`src/rtl/sel4_dispatch_sched_if.sv`:
```
// Bundle of request, selector and credit signals shared between producer logic and the
// dispatch scheduler.
interface sel4_dispatch_sched_if #(
  parameter int unsigned DATA_WIDTH = 32
);
  logic [3:0]              i_req_valid;
  logic [4*DATA_WIDTH-1:0] i_req_data;
  logic [15:0]             i_req_dest;
  logic [3:0]              o_req_ready;
  logic                    o_drive;
  logic [DATA_WIDTH+3:0]   o_sel_data;
  logic                    i_free;
  logic [3:0]              i_done;
  logic                    o_busy;
  logic                    o_err;
  logic                    i_err_clr;

  // Producer / environment side
  modport master (
    output i_req_valid, i_req_data, i_req_dest, i_free, i_done, i_err_clr,
    input  o_req_ready, o_drive, o_sel_data, o_busy, o_err
  );

  // Scheduler side
  modport slave (
    input  i_req_valid, i_req_data, i_req_dest, i_free, i_done, i_err_clr,
    output o_req_ready, o_drive, o_sel_data, o_busy, o_err
  );
endinterface

```
`src/rtl/sel4_dispatch_sched.sv`:
```
// Round-robin, credit-gated scheduler that feeds one 4-way selector stage one token at a
// time and sequences the drive/free handshake.
module sel4_dispatch_sched #(
  parameter int unsigned DATA_WIDTH = 32,
  parameter int unsigned CREDIT_MAX = 4,
  parameter int unsigned TIMEOUT    = 255
) (
  input logic                  clk,
  input logic                  rstn,
  sel4_dispatch_sched_if.slave bus
);
  localparam int unsigned CW = $clog2(CREDIT_MAX + 1);

  localparam logic [1:0] IDLE  = 2'd0;
  localparam logic [1:0] ISSUE = 2'd1;
  localparam logic [1:0] WAIT  = 2'd2;

  logic [1:0]            state_q, state_d;
  logic [1:0]            rr_ptr_q, rr_ptr_d;
  logic [1:0]            gnt_q, gnt_d;
  logic [CW-1:0]         credit_q [4];
  logic [CW-1:0]         credit_d [4];
  logic [7:0]            wait_cnt_q, wait_cnt_d;
  logic [DATA_WIDTH+3:0] sel_q, sel_d;
  logic                  err_q, err_d;

  logic [3:0] elig, zero_req, ready;
  logic       grant_vld, zero_vld, err_wait, err_sat;
  logic [1:0] grant_idx, zero_idx;

  // Per-requester eligibility: valid, nonzero mask, credit on every addressed destination
  always_comb begin
    for (int r = 0; r < 4; r++) begin
      elig[r]     = bus.i_req_valid[r] && (bus.i_req_dest[r*4 +: 4] != 4'b0000);
      zero_req[r] = bus.i_req_valid[r] && (bus.i_req_dest[r*4 +: 4] == 4'b0000);
      for (int d = 0; d < 4; d++) begin
        if (bus.i_req_dest[r*4 + d] && (credit_q[d] == '0)) elig[r] = 1'b0;
      end
    end
  end

  // Scan from rr_ptr upward; iterating backwards lets the closest hit overwrite the rest
  always_comb begin
    grant_vld = 1'b0;
    grant_idx = rr_ptr_q;
    zero_vld  = 1'b0;
    zero_idx  = rr_ptr_q;
    for (int k = 3; k >= 0; k--) begin
      if (elig[rr_ptr_q + k[1:0]]) begin
        grant_vld = 1'b1;
        grant_idx = rr_ptr_q + k[1:0];
      end
      if (zero_req[rr_ptr_q + k[1:0]]) begin
        zero_vld = 1'b1;
        zero_idx = rr_ptr_q + k[1:0];
      end
    end
  end

  // Next-state: handshake sequencing, selector word latch, wait timer
  always_comb begin
    state_d    = state_q;
    rr_ptr_d   = rr_ptr_q;
    gnt_d      = gnt_q;
    sel_d      = sel_q;
    wait_cnt_d = wait_cnt_q;
    ready      = 4'b0000;
    err_wait   = 1'b0;
    unique case (state_q)
      IDLE: begin
        if (grant_vld) begin
          ready[grant_idx] = 1'b1;
          gnt_d   = grant_idx;
          sel_d   = {bus.i_req_dest[{grant_idx, 2'b00} +: 4],
                     bus.i_req_data[int'(grant_idx) * DATA_WIDTH +: DATA_WIDTH]};
          state_d = ISSUE;
        end else if (zero_vld) begin
          // Empty mask: accept and drop, no token launched
          ready[zero_idx] = 1'b1;
          rr_ptr_d        = zero_idx + 2'd1;
        end
      end
      ISSUE: begin
        rr_ptr_d = gnt_q + 2'd1;
        state_d  = bus.i_free ? IDLE : WAIT;
      end
      WAIT: begin
        if (bus.i_free) begin
          state_d    = IDLE;
          wait_cnt_d = '0;
        end else begin
          if (wait_cnt_q != 8'hFF) wait_cnt_d = wait_cnt_q + 8'd1;
          if (wait_cnt_q == 8'(TIMEOUT - 1)) err_wait = 1'b1;
        end
      end
      default: state_d = IDLE;
    endcase
  end

  // Credit bookkeeping: ISSUE consumes the latched mask, i_done returns, collisions cancel
  always_comb begin
    err_sat = 1'b0;
    for (int d = 0; d < 4; d++) begin
      credit_d[d] = credit_q[d];
      if (bus.i_done[d] && !((state_q == ISSUE) && sel_q[DATA_WIDTH + d])) begin
        if (credit_q[d] == CW'(CREDIT_MAX)) err_sat = 1'b1;
        else credit_d[d] = credit_q[d] + CW'(1);
      end else if (!bus.i_done[d] && (state_q == ISSUE) && sel_q[DATA_WIDTH + d]) begin
        credit_d[d] = credit_q[d] - CW'(1);
      end
    end
    // A set condition beats a simultaneous clear
    if (err_wait || err_sat) err_d = 1'b1;
    else if (bus.i_err_clr)  err_d = 1'b0;
    else                     err_d = err_q;
  end

  // State registers with synchronous active-low reset
  always_ff @(posedge clk) begin
    if (!rstn) begin
      state_q    <= IDLE;
      rr_ptr_q   <= '0;
      gnt_q      <= '0;
      wait_cnt_q <= '0;
      sel_q      <= '0;
      err_q      <= 1'b0;
      for (int d = 0; d < 4; d++) credit_q[d] <= CW'(CREDIT_MAX);
    end else begin
      state_q    <= state_d;
      rr_ptr_q   <= rr_ptr_d;
      gnt_q      <= gnt_d;
      wait_cnt_q <= wait_cnt_d;
      sel_q      <= sel_d;
      err_q      <= err_d;
      for (int d = 0; d < 4; d++) credit_q[d] <= credit_d[d];
    end
  end

  // Output decodes; ready is held low while reset is asserted
  always_comb begin
    bus.o_req_ready = rstn ? ready : 4'b0000;
    bus.o_drive     = (state_q == ISSUE);
    bus.o_busy      = (state_q != IDLE);
    bus.o_sel_data  = sel_q;
    bus.o_err       = err_q;
  end
endmodule

```
`src/flat_wrapper.sv`:
```
// flat-port wrapper written by rule: the top's interface ports become plain ports
module sel4_dispatch_sched_flat 
#(
  parameter int unsigned DATA_WIDTH = 32,
  parameter int unsigned CREDIT_MAX = 4,
  parameter int unsigned TIMEOUT    = 255
)
  (clk, rstn, bus_i_req_valid, bus_i_req_data, bus_i_req_dest, bus_i_free, bus_i_done, bus_i_err_clr, bus_o_req_ready, bus_o_drive, bus_o_sel_data, bus_o_busy, bus_o_err);
  sel4_dispatch_sched_if #(.DATA_WIDTH(DATA_WIDTH)) bus_i ();
  input logic clk;
  input logic rstn;
  input wire logic [$bits(bus_i.i_req_valid)-1:0] bus_i_req_valid;
  input wire logic [$bits(bus_i.i_req_data)-1:0] bus_i_req_data;
  input wire logic [$bits(bus_i.i_req_dest)-1:0] bus_i_req_dest;
  input wire logic [$bits(bus_i.i_free)-1:0] bus_i_free;
  input wire logic [$bits(bus_i.i_done)-1:0] bus_i_done;
  input wire logic [$bits(bus_i.i_err_clr)-1:0] bus_i_err_clr;
  output wire logic [$bits(bus_i.o_req_ready)-1:0] bus_o_req_ready;
  output wire logic [$bits(bus_i.o_drive)-1:0] bus_o_drive;
  output wire logic [$bits(bus_i.o_sel_data)-1:0] bus_o_sel_data;
  output wire logic [$bits(bus_i.o_busy)-1:0] bus_o_busy;
  output wire logic [$bits(bus_i.o_err)-1:0] bus_o_err;
  assign bus_i.i_req_valid = bus_i_req_valid;
  assign bus_i.i_req_data = bus_i_req_data;
  assign bus_i.i_req_dest = bus_i_req_dest;
  assign bus_i.i_free = bus_i_free;
  assign bus_i.i_done = bus_i_done;
  assign bus_i.i_err_clr = bus_i_err_clr;
  assign bus_o_req_ready = bus_i.o_req_ready;
  assign bus_o_drive = bus_i.o_drive;
  assign bus_o_sel_data = bus_i.o_sel_data;
  assign bus_o_busy = bus_i.o_busy;
  assign bus_o_err = bus_i.o_err;
  sel4_dispatch_sched #(.DATA_WIDTH(DATA_WIDTH), .CREDIT_MAX(CREDIT_MAX), .TIMEOUT(TIMEOUT)) u_core (.clk(clk), .rstn(rstn), .bus(bus_i));
endmodule
```
`config.mk`:
```
export PLATFORM = sky130hd
export DESIGN_NAME = sel4_dispatch_sched_flat
export DESIGN_NICKNAME = d
export VERILOG_FILES = /design/src/rtl/sel4_dispatch_sched_if.sv /design/src/rtl/sel4_dispatch_sched.sv /design/src/flat_wrapper.sv
export SDC_FILE = /design/constraint.sdc
export NUM_CORES = 1
export LEC_CHECK = 0
export ABC_AREA = 0
export CAP_MARGIN = 10
export CORE_UTILIZATION = 40
export CTS_BUF_LIST = sky130_fd_sc_hd__clkbuf_4 sky130_fd_sc_hd__clkbuf_8
export DETAILED_ROUTE_END_ITERATION = 6
export GPL_TIMING_DRIVEN = 1
export PLACE_DENSITY = 0.74
export SLEW_MARGIN = 20
export SYNTH_ARGS = -nofsm -noshare
export SYNTH_HDL_FRONTEND = slang
export SYNTH_SLANG_ARGS = --single-unit
```
`constraint.sdc`:
```
create_clock -name clk -period 4.1 [get_ports clk]
set_input_delay 0.41 -clock clk [delete_from_list [all_inputs] [get_ports clk]]
set_output_delay 0.41 -clock clk [all_outputs]
set_load 0.02 [all_outputs]
```
---- Word-level counts from Yosys, hierarchy flattened ----
Memory sizes are Yosys's and may differ from the RTL's.
Cells that the tools add are included.
Widths: inputs -> output; s select.
cells by class
  eq/ne operators ......................... 12
  magnitude comparators ................... 8
  bitwise operators ....................... 4
  shift-type cells ........................ 2
  add/sub/neg operators ................... 14
  multiplexer cells ....................... 96
  reduce and logical (&&, ||, !) cells .... 72
operators with widths
  cell                 number
  $shiftx 128x8->32    1
  $mux 1               49
  $mux 3               16
  $logic_and 1x1->1    42
  $mux 2               13
  $lt 2x3->1 const B   6
  $bmux 1 s2           8
  $logic_not 4->1      4
  $mux 4               4
  $mux 8               2
  $reduce_bool 4->1    4
  $shiftx 16x5->4      1
  $add 3x1->3 const B  4
  $eq 3x3->1 const B   4
  $logic_not 3->1      4
  $sub 3x1->3 const B  4
  $add 8x1->8 const B  1
  $eq 8x8->1 const B   1
  $logic_not 1->1      8
  $ne 8x8->1 const B   1
  $reduce_bool 2->1    4
  $add 2x1->2 const B  3
  $pmux 2 s3           1
  $reduce_and 2->1     3
  12 further kinds     20
word-level totals
  memory bits (writable) .................. 12
  memories kept ........................... 1
  logic and storage cells ................. 215
  flip-flop bits (word level) ............. 51
  bits of input ports ..................... 156
memories
  memory           depth  width  read ports  clocked after memory_dff  write ports  RTL line                   text
  u_core.credit_q  4      3      4           0                         4            sel4_dispatch_sched.sv:21  logic [CW-1:0] credit_q [4];

---- Longest topological paths before layout ----
  word-level depth ........................ 19
  gate-level depth with buffers ........... 9

---- Least setup slack after synthesis ----
OpenSTA, ideal clock, no wires.
  path kind ............................... input-to-output
  start point ............................. in bus_i_req_dest[5]
  end point ............................... out bus_o_req_ready[0]
  slack ................................... 1.072 ns
  data arrival time ....................... 2.618 ns
  required time ........................... 3.690 ns
  cell stages on the path ................. 6
  cell sequence ........................... or4_4 > or2_4 > and3_1 > o41a_1 > or4b_1 > a21oi_1
between the ends
  cells in the longest elaborated chain, start to end .. 19
  elaborated cells on any way between the ends .. 55
RTL lines
  element                                                         RTL line                    text
  start, declared                                                 flat_wrapper.sv:14          input wire logic [$bits(bus_i.i_req_dest)-1:0] bus_i_req_dest;
  $reduce_bool 4->1                                               sel4_dispatch_sched.sv:34   elig[r] = bus.i_req_valid[r] && (bus.i_req_dest[r*4 +: 4] != 4'b0000);
  $logic_and 1x1->1                                               sel4_dispatch_sched.sv:34
  $mux 1 (4 in series)                                            sel4_dispatch_sched.sv:37   if (bus.i_req_dest[r*4 + d] && (credit_q[d] == '0)) elig[r] = 1'b0;
  $bmux 1 s2                                                      sel4_dispatch_sched.sv:49   if (elig[rr_ptr_q + k[1:0]]) begin
  $mux 1 (implied by the code)                                    sel4_dispatch_sched.sv:49
  $mux 2 (4 in series)                                            sel4_dispatch_sched.sv:49
  $lt 2x3->1 (implied by the code) or $ge 2x1->1 (tied branches)  sel4_dispatch_sched.sv:72   ready[grant_idx] = 1'b1;
  $logic_and 1x1->1 (implied by the code)                         sel4_dispatch_sched.sv:72
  $mux 1 (implied by the code)                                    sel4_dispatch_sched.sv:72
  $demux 1 s2                                                     -
  $mux 4 *                                                        sel4_dispatch_sched.sv:71   if (grant_vld) begin
  $mux 4 *                                                        sel4_dispatch_sched.sv:69   unique case (state_q)
  $mux 4 *                                                        sel4_dispatch_sched.sv:141  bus.o_req_ready = rstn ? ready : 4'b0000;
  end, declared                                                   flat_wrapper.sv:18          output wire logic [$bits(bus_i.o_req_ready)-1:0] bus_o_req_ready;
Every way passes the cells marked *; elsewhere a longest branch is shown, timed or not. The select of a mux whose other input is x is not followed.

---- Final worst setup path ----
Same ends and word-level chain as after synthesis.

==> out/results.ini <==
[clock_tree]
clock-sinks=63
clock_path_buffers=2
htreeDepth=3
cts_made_buffers=9
post-cts-setup-buffers=0
cts_root_buf=clkbuf_8
tritoncts=yes
path_clk_slew_ps=70
clock_latency_ps=350

[synth]
synth.area.top_cells=dfxtp_1, a211oi_1, mux2i_1, a2111oi_0, a21oi_1
synth_area_um2=4297
yosys_register_bits=63
synthArstFlopShare_pct=0
synth_edf_count=0
synth_cells=536
ys.flop_type=dfxtp_1
yosysTopAreaCellShare_pct=29.35
ys_warn_count=0
yosys.cell_types.count=53
seq_area_frac_synth_pct=29.35
synth_top_cell_by_area=dfxtp_1
syn_area_per_cell_um2=8.016
synth_nets=698

[floorplan]
die_h_um=105.6
ios=199
die_x_um=105.6
start_util_pct=41.43
coreArea_um2=10370
dieArea_um2=11160
num_rows=37

[setup_path]
r2r_end=u_core.bus.o_sel_data[24]
rr_worst_depth=10
crit_fanout=5
r2r_slack_ps=860
critPathLaunchType=input port
cp.required_ps=3690
critPathKind=in2out
r2r_start=u_core.credit_q[1][0]
cp-end-kind=primary output
cp.arrival_ps=3550

[cells_and_area]
area_delta_synth_final_pct=55.68
layout-drive-gt1-share_pct=7.290
final_cell_area_um2=6689
n_fill_cell=916
antenna_cells=0
final_nets=884

[pwr]
p_clk_share_pct=18.4
ir_worst_vdd_v=0.0001898
p_leak_uw=0.002596
p_sw_share_pct=40.90
power_frac_seq_pct=29.7
p_int_uw=1774
share_comb_of_total_power_pct=51.9
switching_power_uw=1227
power_density_nw_per_um2=448.7

[drt]
vias=5000
firstDrtPassIters=4
drc=0
drt_first_iter_violations=241
routedWlPerCell_um=17.72
avgViaCountPerCell=5.794
ant_nets=0
wl_mm=15.29

[grt]
antenna_found_initial=0
grt_pass1_wl_mm=24.41
overflow=0
grt_max_degree=61
grt_pass1_vias=5042
grtUsageTotal_pct=27.31

[sta]
worst_pin_slew_ps=765.8
final-max-slew-violation-count=0
slew_headroom_pct=48.94
fin_crit_ps=3962
hold_viol=0
finalSetupViolCount=0
setup_tns_ps=0
fin_crit_sh_pct=96.63
finClkSkew_ps=18.54
max_clock_freq_mhz=252.4
rsz0062_at_grt=false

[hold_path]
hold_start=u_core.wait_cnt_q[7]
hold_depth=2
hp-class=reg2reg
worstHoldEndpoint=u_core.wait_cnt_q[7]

[placement]
place_hpwl_mm=11.35
gp_congestion=0.9306
place_area_um2=6484
io_buffers=198

[flow_run]
cap_violations=0

[status]
status=complete, no violations

-- critical path, cell delays in order --
cell	delay, ps
clkdlybuf4s50_1	450
or4_4	590
or2_4	260
and3_1	160
o41a_1	390
or4b_1	470
a21oi_1	180
clkdlybuf4s50_1	640
-- cell usage in the layout, fill, tap and decap left out, types with 2 or more instances in the layout --
master           netlist  final
o22ai_1                3      3
o21ai_0               10     10
nand4_1                8      8
a311oi_1               3      2
nor2_1                33     33
a21oi_1               46     46
a2111oi_0             36     36
and3_1                 5      5
nand2_1               37     37
a32oi_1                4      4
o31ai_1                3      3
nand3_1                9      9
xor2_1                 6      6
and2_1                 4      4
clkdlybuf4s50_1        0    198
nor3_1                 6      5
fa_1                   4      4
nor4b_1                2      2
xnor2_1                5      5
mux2i_1               39     39
dfxtp_1               63     63
nor3b_1                4      4
o221ai_4               0      2
or3_1                  3      3
clkbuf_8               0      9
buf_4                  4     19
nor4_1                 3      3
clkinv_4               0      2
a21o_2                 1      2
nand3b_1               3      3
a22oi_1                2      2
a211oi_1              74     74
a221oi_1               4      4
ha_1                   2      2
inv_1                 46     46
or2_2                  4      4
-- area by class of cell --
cell class              count  area [um2]  share of cell area [%]
flip-flops and latches     63        1261                   18.86
well taps                 136       170.2                   2.544
multi-input cells         384        2740                   40.97
repair buffers            218        2145                   32.06
inverters                  46       172.7                   2.581
clock inverters             6       68.82                   1.029
clock buffers              10       131.4                   1.964
-- worst max-delay path by stage --
stage	startpoint	endpoint	slack [ps]	cells past startpoint
floorplan	bus_i_req_dest[5]	bus_o_req_ready[0]	1070	6
CTS	bus_i_req_dest[5]	bus_o_req_ready[0]	160	8
finish	bus_i_req_dest[5]	bus_o_req_ready[0]	140	8
global route	bus_i_req_dest[9]	bus_o_req_ready[0]	20	9
detailed placement	bus_i_req_dest[5]	bus_o_req_ready[0]	170	8
global placement	bus_i_req_dest[5]	bus_o_req_ready[0]	170	8
-- what timing repair did --
action / in CTS / in global routing
setup endpoints to repair: 0 / 2
hold buffers: 0 / 0
resized for setup: 0 / 1
-- cells by family after synthesis --
logic type	Yosys count	synth area share, %
buffers and inverters	89	8.503
AOI/OAI and AO/OA	197	32.96
xor gates and xnor gates	11	2.242
muxes	39	9.086
adders and majority gates	6	2.446
and+or+nand+nor	131	15.40
DFF	63	29.35
-- metrics by stage --
stage          hold WS (ps)  std cells  setup WS, ps  total power (uW)  utilization (%)
2_1_floorplan         453.4        536          1072              1770                -
4_1_cts               485.3        863         155.2              3007            64.45
6_report              484.6        863         138.3              3001            64.50
3_5_place_dp          473.1        847         172.0              2449            62.52
3_3_place_gp          466.6        847         170.0              2420            62.52
5_1_grt               514.3        863         17.90              3168            64.50
-- cell usage after synthesis, types with 2 or more instances --
cell type / instances
buf_2: 13
o221ai_1: 3
mux2i_1: 39
nor2_1: 33
o21ai_0: 10
nand3_1: 9
nor3b_1: 4
clkbuf_1: 24
o22ai_1: 3
dfxtp_1: 63
ha_1: 2
nor3_1: 6
and3_1: 5
and2_1: 4
a211oi_1: 74
xnor2_1: 5
o31ai_1: 3
xor2_1: 6
a22oi_1: 2
nand4_1: 8
inv_1: 46
a2111oi_0: 36
nor4_1: 3
a311oi_1: 3
a21oi_1: 46
buf_1: 2
a32oi_1: 4
fa_1: 4
nand2_1: 37
a221oi_1: 4
nor2b_1: 2
nor4b_1: 2
nand3b_1: 3
buf_4: 4
or3_1: 3
or2_2: 4
-- sequential cells by signal, summed over array words and instances, names as in the netlist --
register and count:
u_core.bus.o_sel_data 36, u_core.credit_q 12, u_core.wait_cnt_q 8, u_core.gnt_q 2, u_core.rr_ptr_q 2, u_core.state_q 2
u_core.bus.o_err 1
-- layer usage --
| metal | part of all wire, % | wire, um | track usage [%] |
|---|---|---|---|
| met1 | 41 | 6341 | 32.74 |
| met2 | 49 | 7493 | 47.95 |
| met3 | 7.3 | 1122 | 5.195 |
| met4 | 2.2 | 333 | 10.42 |
| met5 | 0 | 0 | 0 |
-- power groups by stage --
stage	combinational (uW)	sequential (uW)	clock (uW)
final	1560	892	553
after CTS	1550	891	561
after detailed placement	1550	904	0
after floorplan	744	1030	0
after global placement	1520	897	0
after global routing	1660	913	592
Note: power is estimated with default switching activity, not from simulation.
